**config.mk**
```make
export PLATFORM = sky130hd
export DESIGN_NAME = oflow_buffer_write_sched
export DESIGN_NICKNAME = d
export VERILOG_FILES = /design/src/rtl/oflow_buffer_write_sched.sv
export SDC_FILE = /design/constraint.sdc
export NUM_CORES = 2
export LEC_CHECK = 0
export CAP_MARGIN = 20
export CORE_MARGIN = 4
export CORE_UTILIZATION = 30
export CTS_CLUSTER_DIAMETER = 60
export DETAILED_ROUTE_END_ITERATION = 6
export HOLD_SLACK_MARGIN = 0.06
export PLACE_DENSITY_LB_ADDON = 0.2
export SYNTH_ARGS = -nofsm -noshare
export SYNTH_HDL_FRONTEND = slang
export SYNTH_SLANG_ARGS = --single-unit
```
**constraint.sdc**
```tcl
create_clock -name clk -period 19.77 [get_ports clk]
set_input_delay 3.954 -clock clk [delete_from_list [all_inputs] [get_ports clk]]
set_output_delay 3.954 -clock clk [all_outputs]
set_load 0.005 [all_outputs]
```
**src/rtl/oflow_buffer_write_sched.sv**
```systemverilog
// Buffer-side write scheduler: queues bbox groups from the core and serialises them into MEM buffer writes.
// Optional OFLOW_WR_PARITY_EN appends an even-parity MSB to every write word.
module oflow_buffer_write_sched #(
    parameter int PE_NUM = 24,
    parameter int ROW_W  = 5,
    parameter int PE_W   = 5,
    parameter int BBOX_W = 64,
    parameter int ADDR_W = 10,
    parameter int QDEPTH = 4
) (
    input  logic                  clk,
    input  logic                  reset_N,
    input  logic                  i_start_frame,
    input  logic [ADDR_W-1:0]     i_num_bbox_expected,
    input  logic                  i_ready_from_core,
    input  logic [1:0]            i_remainder,
    input  logic [ROW_W-1:0]      i_row_sel,
    input  logic [PE_W-1:0]       i_pe_sel,
    input  logic [4*BBOX_W-1:0]   i_group_data,
    output logic                  o_mem_we,
    output logic [ADDR_W-1:0]     o_mem_addr,
`ifdef OFLOW_WR_PARITY_EN
    output logic [BBOX_W:0]       o_mem_wdata,
`else
    output logic [BBOX_W-1:0]     o_mem_wdata,
`endif
    output logic                  o_done_write_buffer,
    output logic                  o_frame_done,
    output logic                  o_busy,
    output logic                  o_overflow_err,
    output logic [ADDR_W-1:0]     o_wr_count
);

    localparam int PTR_W = $clog2(QDEPTH);

    typedef enum logic {IDLE, WRITE} state_t;

    state_t                r_state;
    state_t                w_stateNext;

    logic [ROW_W-1:0]      r_qRow  [QDEPTH];
    logic [PE_W-1:0]       r_qPe   [QDEPTH];
    logic [1:0]            r_qRem  [QDEPTH];
    logic [4*BBOX_W-1:0]   r_qData [QDEPTH];
    logic [PTR_W-1:0]      r_wrPtr;
    logic [PTR_W-1:0]      r_rdPtr;
    logic [PTR_W:0]        r_qCount;

    logic [ADDR_W-1:0]     r_curBase;
    logic [1:0]            r_curLast;
    logic [4*BBOX_W-1:0]   r_curData;
    logic [1:0]            r_lane;
    logic [ADDR_W-1:0]     r_expected;
    logic                  r_frameFired;

    logic                  w_empty;
    logic                  w_full;
    logic                  w_lastLane;
    logic                  w_pop;
    logic                  w_push;
    logic                  w_drop;
    logic [PTR_W:0]        w_countNext;
    logic [ADDR_W-1:0]     w_headBase;
    logic [1:0]            w_headLast;
    logic                  w_writeNext;
    logic                  w_doneNext;
    logic [4*BBOX_W-1:0]   w_srcData;
    logic [ADDR_W-1:0]     w_srcBase;
    logic [1:0]            w_nextLane;
    logic [BBOX_W-1:0]     w_laneData;

    assign w_empty    = (r_qCount == '0);
    assign w_full     = (r_qCount == (PTR_W+1)'(QDEPTH));
    assign w_lastLane = (r_lane == r_curLast);

    // remainder 0 means four lanes, so the last lane index is simply remainder-1 modulo 4
    assign w_headLast = 2'(r_qRem[r_rdPtr] - 2'd1);
    assign w_headBase = ADDR_W'(32'(r_qRow[r_rdPtr]) * PE_NUM + 32'(r_qPe[r_rdPtr]) * 32'd4);

    always_comb begin
        w_stateNext = r_state;
        w_pop       = 1'b0;
        if (i_start_frame) begin
            w_stateNext = IDLE;
        end else begin
            case (r_state)
                IDLE: begin
                    if (!w_empty) begin
                        w_pop       = 1'b1;
                        w_stateNext = WRITE;
                    end
                end
                WRITE: begin
                    if (w_lastLane) begin
                        if (!w_empty) w_pop = 1'b1;
                        else          w_stateNext = IDLE;
                    end
                end
                default: w_stateNext = IDLE;
            endcase
        end
    end

    always_comb begin
        w_push      = i_ready_from_core && !i_start_frame && (!w_full || w_pop);
        w_drop      = i_ready_from_core && !i_start_frame && w_full && !w_pop;
        w_countNext = r_qCount;
        if (i_start_frame)         w_countNext = '0;
        else if (w_push && !w_pop) w_countNext = r_qCount + (PTR_W+1)'(1);
        else if (w_pop && !w_push) w_countNext = r_qCount - (PTR_W+1)'(1);
        w_writeNext = w_pop || (r_state == WRITE && !w_lastLane && !i_start_frame);
        w_doneNext  = (r_state == WRITE) && w_lastLane && !i_start_frame;
        w_srcData   = w_pop ? r_qData[r_rdPtr] : r_curData;
        w_srcBase   = w_pop ? w_headBase : r_curBase;
        w_nextLane  = w_pop ? 2'd0 : r_lane + 2'd1;
        w_laneData  = w_srcData[32'(w_nextLane) * BBOX_W +: BBOX_W];
    end

    always_ff @(posedge clk) begin
        if (w_push) begin
            r_qRow[r_wrPtr]  <= i_row_sel;
            r_qPe[r_wrPtr]   <= i_pe_sel;
            r_qRem[r_wrPtr]  <= i_remainder;
            r_qData[r_wrPtr] <= i_group_data;
        end
    end

    always_ff @(posedge clk or negedge reset_N) begin
        if (!reset_N) begin
            r_state             <= IDLE;
            r_wrPtr             <= '0;
            r_rdPtr             <= '0;
            r_qCount            <= '0;
            r_curBase           <= '0;
            r_curLast           <= '0;
            r_curData           <= '0;
            r_lane              <= '0;
            r_expected          <= '0;
            r_frameFired        <= 1'b0;
            o_mem_we            <= 1'b0;
            o_mem_addr          <= '0;
            o_mem_wdata         <= '0;
            o_done_write_buffer <= 1'b0;
            o_frame_done        <= 1'b0;
            o_busy              <= 1'b0;
            o_overflow_err      <= 1'b0;
            o_wr_count          <= '0;
        end else begin
            r_state             <= w_stateNext;
            r_qCount            <= w_countNext;
            o_mem_we            <= w_writeNext;
            o_done_write_buffer <= w_doneNext;
            o_busy              <= (w_countNext != '0) || (w_stateNext == WRITE);

            if (i_start_frame) begin
                r_wrPtr <= '0;
                r_rdPtr <= '0;
            end else begin
                if (w_push) r_wrPtr <= r_wrPtr + PTR_W'(1);
                if (w_pop)  r_rdPtr <= r_rdPtr + PTR_W'(1);
            end

            if (w_pop) begin
                r_curBase <= w_headBase;
                r_curLast <= w_headLast;
                r_curData <= r_qData[r_rdPtr];
            end

            if (w_writeNext) begin
                r_lane     <= w_nextLane;
                o_mem_addr <= w_srcBase + ADDR_W'(w_nextLane);
`ifdef OFLOW_WR_PARITY_EN
                o_mem_wdata <= {^w_laneData, w_laneData};
`else
                o_mem_wdata <= w_laneData;
`endif
            end

            // frame_done is derived from the registered count, so it trails the final write by two cycles
            if (i_start_frame) begin
                r_expected     <= i_num_bbox_expected;
                r_frameFired   <= 1'b0;
                o_frame_done   <= 1'b0;
                o_wr_count     <= '0;
                o_overflow_err <= 1'b0;
            end else begin
                o_wr_count <= o_wr_count + ADDR_W'(o_mem_we);
                if (w_drop) o_overflow_err <= 1'b1;
                if (!r_frameFired && r_expected != '0 && o_wr_count == r_expected) begin
                    o_frame_done <= 1'b1;
                    r_frameFired <= 1'b1;
                end else begin
                    o_frame_done <= 1'b0;
                end
            end
        end
    end

endmodule
```
# Yosys cells after proc, flatten, opt, wreduce, memory -nomap -nowiden
# Memory sizes are Yosys's and may differ from the RTL's.
# Index checks and enable logic that the tools add are counted.
[totals]
register_bits = 378
latchBits = 0
ramBits = 1072
romBits = 0
input_bits = 282
output_inout_bits = 89
elab_cells = 91
memories = 4
[classes]
add_sub_neg = 9
mul = 1
div = 0
n_lt_le_gt_ge = 0
n_eq_ne = 3
shifts = 1
mux = 26
bitwise_logic = 1
reduce_logical = 28
[memory_table]
columns = ["name", "words", "width", "read_ports", "rd_clocked_by_memory_dff", "wr", "line", "source"]
rows = [
  ["r_qData", 4, 256, 1, 0, 1, "44", "logic [4*BBOX_W-1:0] r_qData [QDEPTH];"],
  ["r_qPe", 4, 5, 1, 0, 1, "42", "logic [PE_W-1:0] r_qPe [QDEPTH];"],
  ["r_qRow", 4, 5, 1, 0, 1, "41", "logic [ROW_W-1:0] r_qRow [QDEPTH];"],
  ["r_qRem", 4, 2, 1, 0, 1, "43", "logic [1:0] r_qRem [QDEPTH];"],
]
[op_table]
columns = ["operator", "count"]
rows = [
  ["256-bit 2-to-1 mux", 1],
  ["256-bit by 9-bit variable part select with 64-bit output", 1],
  ["10-bit 2-to-1 mux", 2],
  ["1-bit 2-to-1 mux", 13],
  ["1-bit logical AND", 12],
  ["10-bit by 1-bit adder with 10-bit output", 1],
  ["10-bit by 2-bit adder with 10-bit output", 1],
  ["10-bit by 7-bit adder with 10-bit output", 1],
  ["10-bit equality test", 1],
  ["2-bit 2-to-1 mux", 5],
  ["10-bit nonzero test", 1],
  ["3-bit 2-to-1 mux", 3],
  ["2-bit nonzero test", 4],
  ["5-bit by 2-bit multiplier with 7-bit output, second input constant", 1],
  ["2-bit by 1-bit adder with 2-bit output, second input constant", 3],
  ["1-bit logical NOT", 6],
  ["1-bit one-hot mux with 2 select lines", 2],
  ["3-bit by 1-bit adder with 3-bit output, second input constant", 1],
  ["3-bit equality test, second input constant", 1],
  ["3-bit logical NOT", 1],
  ["1-bit logical OR", 3],
  ["3-bit nonzero test", 1],
  ["3-bit by 1-bit subtractor with 3-bit output, second input constant", 1],
  ["2-bit equality test", 1],
  ["other kinds (2)", 2],
]

# Depth between registers and ports, before layout
[logic_depth]
ltp_word = 14
ltp_mapped = 16
mapped_depth_nobuf = 13

# Least setup slack after synthesis
# No wires, ideal clock.
[synth_path]
kind = "input port to flip-flop"
startpoint = "input port i_ready_from_core"
endpoint = "memory r_qData[0][0] in the netlist's numbering (enable)"
setup_time_ns = 0.664
arrival_time_ns = 10.409
required_time_ns = 19.106
path_slack_ns = 8.697
cell_stages = 3
path_buffers = 0
cell_sequence = "nor2b_1 -> nor2b_1 -> and2_1"
[synth_between]
elab_chain_cells = 4
[synth_lines]
columns = ["element", "line", "source"]
rows = [
  ["start: declaration", "15", "input logic i_ready_from_core,"],
  ["1-bit logical AND (2 in a row)", "105", "w_push = i_ready_from_core && !i_start_frame && (!w_full || w_pop);"],
  ["1-bit 2-to-1 mux", "120", "if (w_push) begin"],
  ["1-bit 2-to-1 mux (implied by the code)", "124", "r_qData[r_wrPtr] <= i_group_data;"],
  ["end: declaration", "44", ""],
]
# No other way between the ends.

# Final worst setup path
[layout_path]
startpoint = "input port i_start_frame"
endpoint = "memory r_qData[1][154] in the netlist's numbering (enable)"
[layout_between]
elab_chain_cells = 5
elab_cells_between_ends = 7
classes_between = "3 x mux; 4 x reduce/logical"
[layout_lines]
columns = ["element", "line", "source"]
rows = [
  ["start: declaration", "13", "input logic i_start_frame,"],
  ["1-bit 2-to-1 mux / 1-bit logical NOT (equally long branches)", "83, 105", ""],
  ["1-bit logical OR / 1-bit logical AND (equally long branches)", "105", ""],
  ["1-bit logical AND *", "105", ""],
  ["1-bit 2-to-1 mux *", "120", ""],
  ["1-bit 2-to-1 mux (implied by the code) *", "124", ""],
]
# Mark *: on every way between the ends. The rest lies on a longest branch, timed or not.

==> out/qor.yml <==
outcome: "complete, no violations"
clk_latency_ns: 0.79
power.density_nw_per_um2: 139
wl_um: 148000
clock-sinks: 1450
grt_pass1_vias: 29700
dieArea_sq_um: 192000
syn_inst: 3097
die_y_um: 438
dr.pass1.iters: 7
yosysSeqAreaShare_pct: 75.1
cts_hold_buf: 0
grt.overflow.total: 0
numCtsBuffers: 169
p_leak_nw: 24.2
setup_viol: 0
io-pin-count: 371
die_x_um: 438
cts_max_path_buffers: 3
synth_warnings: 0
antenna_found_initial: 67
cts_htree_levels: 4
path_clk_slew_ns: 0.06
slew_headroom_pct: 33.0
grt_pass1_wl_um: 214000
wl_per_cell_um: 24.1
vias_per_cell: 4.64
fin_crit_ns: 7.25
clk_root_buffer_cell: "clkbuf_16"
syn_avg_cell_area_sq_um: 17.9
tritoncts: "built"
synth_fp_nets: 3403
cp-start-kind: "input port"
vias: 28500
core_sq_um: 183000
num_rows: 157
grt_max_degree: 159
min_period_over_period_pct: 36.7
setup.worst_path.class: "input port to flop"
hold_violations: 0
final-max-slew-violation-count: 0
clock_skew_ns: 0.0250
crit_path_max_fanout: 60
synth.area.top_cells: "edfxtp_1 (58%), dfrtp_1 (17%), mux4_2 (13%), nand2_1 (4.5%), a21o_1 (0.89%)"
power.total_mw: 9.38
arrival_ns: 7.64
hpwl_um: 89400
maxCapViolCount: 0
drc_errors: 0
yosysTopAreaCellShare_pct: 58.0
cts.repair.resized: 0
yosys.area.top_type: "edfxtp_1"
rsz0062_at_grt: "false"
final_nets: 3821
ys_ff_latch: 1450
max_freq_ghz: 0.138
grt_usage_pct: 15.3
ant_nets: 0
post_cts_buffers: 0
initial_core_util_pct: 30.2
setup-tns-final_ns: 0
area_delta_synth_final_pct: 21.8
synth_cell_types: 44
io_buffers: 370
drive_above_1_share_pct: 17.9
place_inst: 5808
peakVddDrop_mv: 0.113
gp_congestion: 0.729
ff2ff_path_depth: 7
cp.required_ns: 20.16
hp-class: "flop to flop"
fin_cells: 6143
cp-end-kind: "flop"
drt_iter0_markers: 1832
worst_pin_slew_ns: 1.01
synth_area_sq_um: 55500
hold_depth: 2
==> cell type report <==
| class | count | area (sq um) |
|---|---|---|
| Antenna cell | 18 | 45.0 |
| Clock buffer | 225 | 4590 |
| Clock inverter | 92 | 895 |
| Fill cell | 17200 | 116000 |
| Inverter | 16 | 60.1 |
| Multi-Input combinational cell | 1461 | 13100 |
| Sequential cell | 1450 | 41700 |
| Tap cell | 2464 | 3080 |
| Timing Repair Buffer | 417 | 4110 |
==> power by group <==
part / leakage [nW] / switching [mW] / total [mW] / internal, mW
registers: 14.5 / 0.270 / 3.98 / 3.71
logic: 7.09 / 1.30 / 2.36 / 1.06
clock network: 2.67 / 1.27 / 3.05 / 1.78
==> through the flow <==
| stage | hold WS (ns) | worst slack (ns) | area, sq um | util, % |
|---|---|---|---|---|
| global route | 0.477 | 12.23 | 67500 | 36.8 |
| detailed placement | 0.457 | 11.59 | 62000 | 33.8 |
| global placement | 0.453 | 11.60 | 62000 | 33.8 |
| finish | 0.468 | 12.52 | 67600 | 36.8 |
| floorplan | 0.440 | 8.70 | 55500 | - |
| CTS | 0.471 | 12.46 | 67500 | 36.8 |
==> synthesized netlist by cell type <==
| master | n |
|---|---|
| and2_1 | 7 |
| mux4_2 | 332 |
| or3_1 | 2 |
| mux2_2 | 11 |
| o21bai_1 | 1 |
| buf_6 | 1 |
| a31o_2 | 1 |
| ha_1 | 21 |
| xor2_1 | 17 |
| nor2_1 | 21 |
| a221o_1 | 1 |
| clkbuf_1 | 109 |
| buf_2 | 51 |
| o21ai_2 | 1 |
| and3b_1 | 1 |
| a21boi_0 | 2 |
| nor4_1 | 4 |
| a21oi_1 | 76 |
| a311oi_1 | 1 |
| a211oi_1 | 3 |
| nand2b_1 | 2 |
| inv_1 | 16 |
| o22ai_1 | 1 |
| a32oi_1 | 2 |
| edfxtp_1 | 1072 |
| xnor2_1 | 24 |
| nor3_1 | 5 |
| or4_1 | 1 |
| buf_1 | 9 |
| o21ai_0 | 69 |
| nand2_1 | 672 |
| nand3_1 | 15 |
| and3_1 | 68 |
| dfrtp_1 | 378 |
| a21o_1 | 66 |
| mux2i_1 | 2 |
| a2111oi_4 | 1 |
| nand4_1 | 4 |
| fa_1 | 3 |
| and4_1 | 1 |
| o21ba_2 | 1 |
| nor2b_1 | 5 |
| o21ai_1 | 16 |
| a211o_1 | 1 |
==> critical path, cell delays in order <==
cell,delay [ns]
clkdlybuf4s50_1,0.40
buf_4,0.26
nor2b_1,0.18
nor2b_1,0.31
and2_4,0.72
buf_4,0.77
buf_4,0.87
==> layer usage <==
metal | vias to the layer above | global-route usage, % | share of wire, %
met5 | - | 0 | 0.095
met4 | 22 | 3.71 | 1.9
met3 | 267 | 3.89 | 5.7
met2 | 600 | 25.4 | 49
met1 | 14900 | 20.0 | 43
li1 | 12700 | - | -
==> flip-flops by register name, summed over array words and instances, names as in the netlist, 2 cells and up <==
register	cells
r_qPe	20
r_lane	2
r_qCount	3
o_mem_addr	10
r_curData	256
r_rdPtr	2
r_qRem	8
r_qRow	20
o_mem_wdata	64
r_curLast	2
r_expected	10
r_qData	1024
r_wrPtr	2
o_wr_count	10
r_curBase	10
==> final timing paths <==
kind                                start              end  slack, ns
max                         i_start_frame  r_qData[1][154]      12.52
min                        r_curData[219]   r_curData[219]       0.47
max reg2reg                     r_lane[1]  r_qData[1][154]      15.19
min reg2reg                r_curData[219]   r_curData[219]       0.47
max in group asynchronous         reset_N    r_curData[85]      14.34
min in group asynchronous         reset_N    o_wr_count[9]       3.13
==> layout by cell type, fill, tap and decap left out, drive strengths merged, types with 5 or more instances in the layout <==
cell / n
edfxtp: 1072
nand2: 672
dfrtp: 378
clkdlybuf4s50: 369
mux4: 332
clkbuf: 225
o21ai: 86
a21oi: 76
and3: 68
a21o: 66
clkinv: 59
buf: 48
inv: 32
xnor2: 24
ha: 21
nor2: 21
diode: 18
xor2: 17
nand3: 15
mux2: 11
bufinv: 10
clkinvlp: 7
and2: 7
nor2b: 5
nor3: 5
==> cells by family after synthesis <==
family,count (synthesis),share of synthesized area (%)
multiplexers,345,13.7
buffers and inverters,186,1.39
XOR/XNOR,41,0.647
AND/OR/NAND/NOR,808,5.95
adder cells (fa/ha/maj),24,0.582
flip-flops,1450,75.1
AO/OA/AOI/OAI,243,2.62
Note: power is estimated with default switching activity, not from simulation.
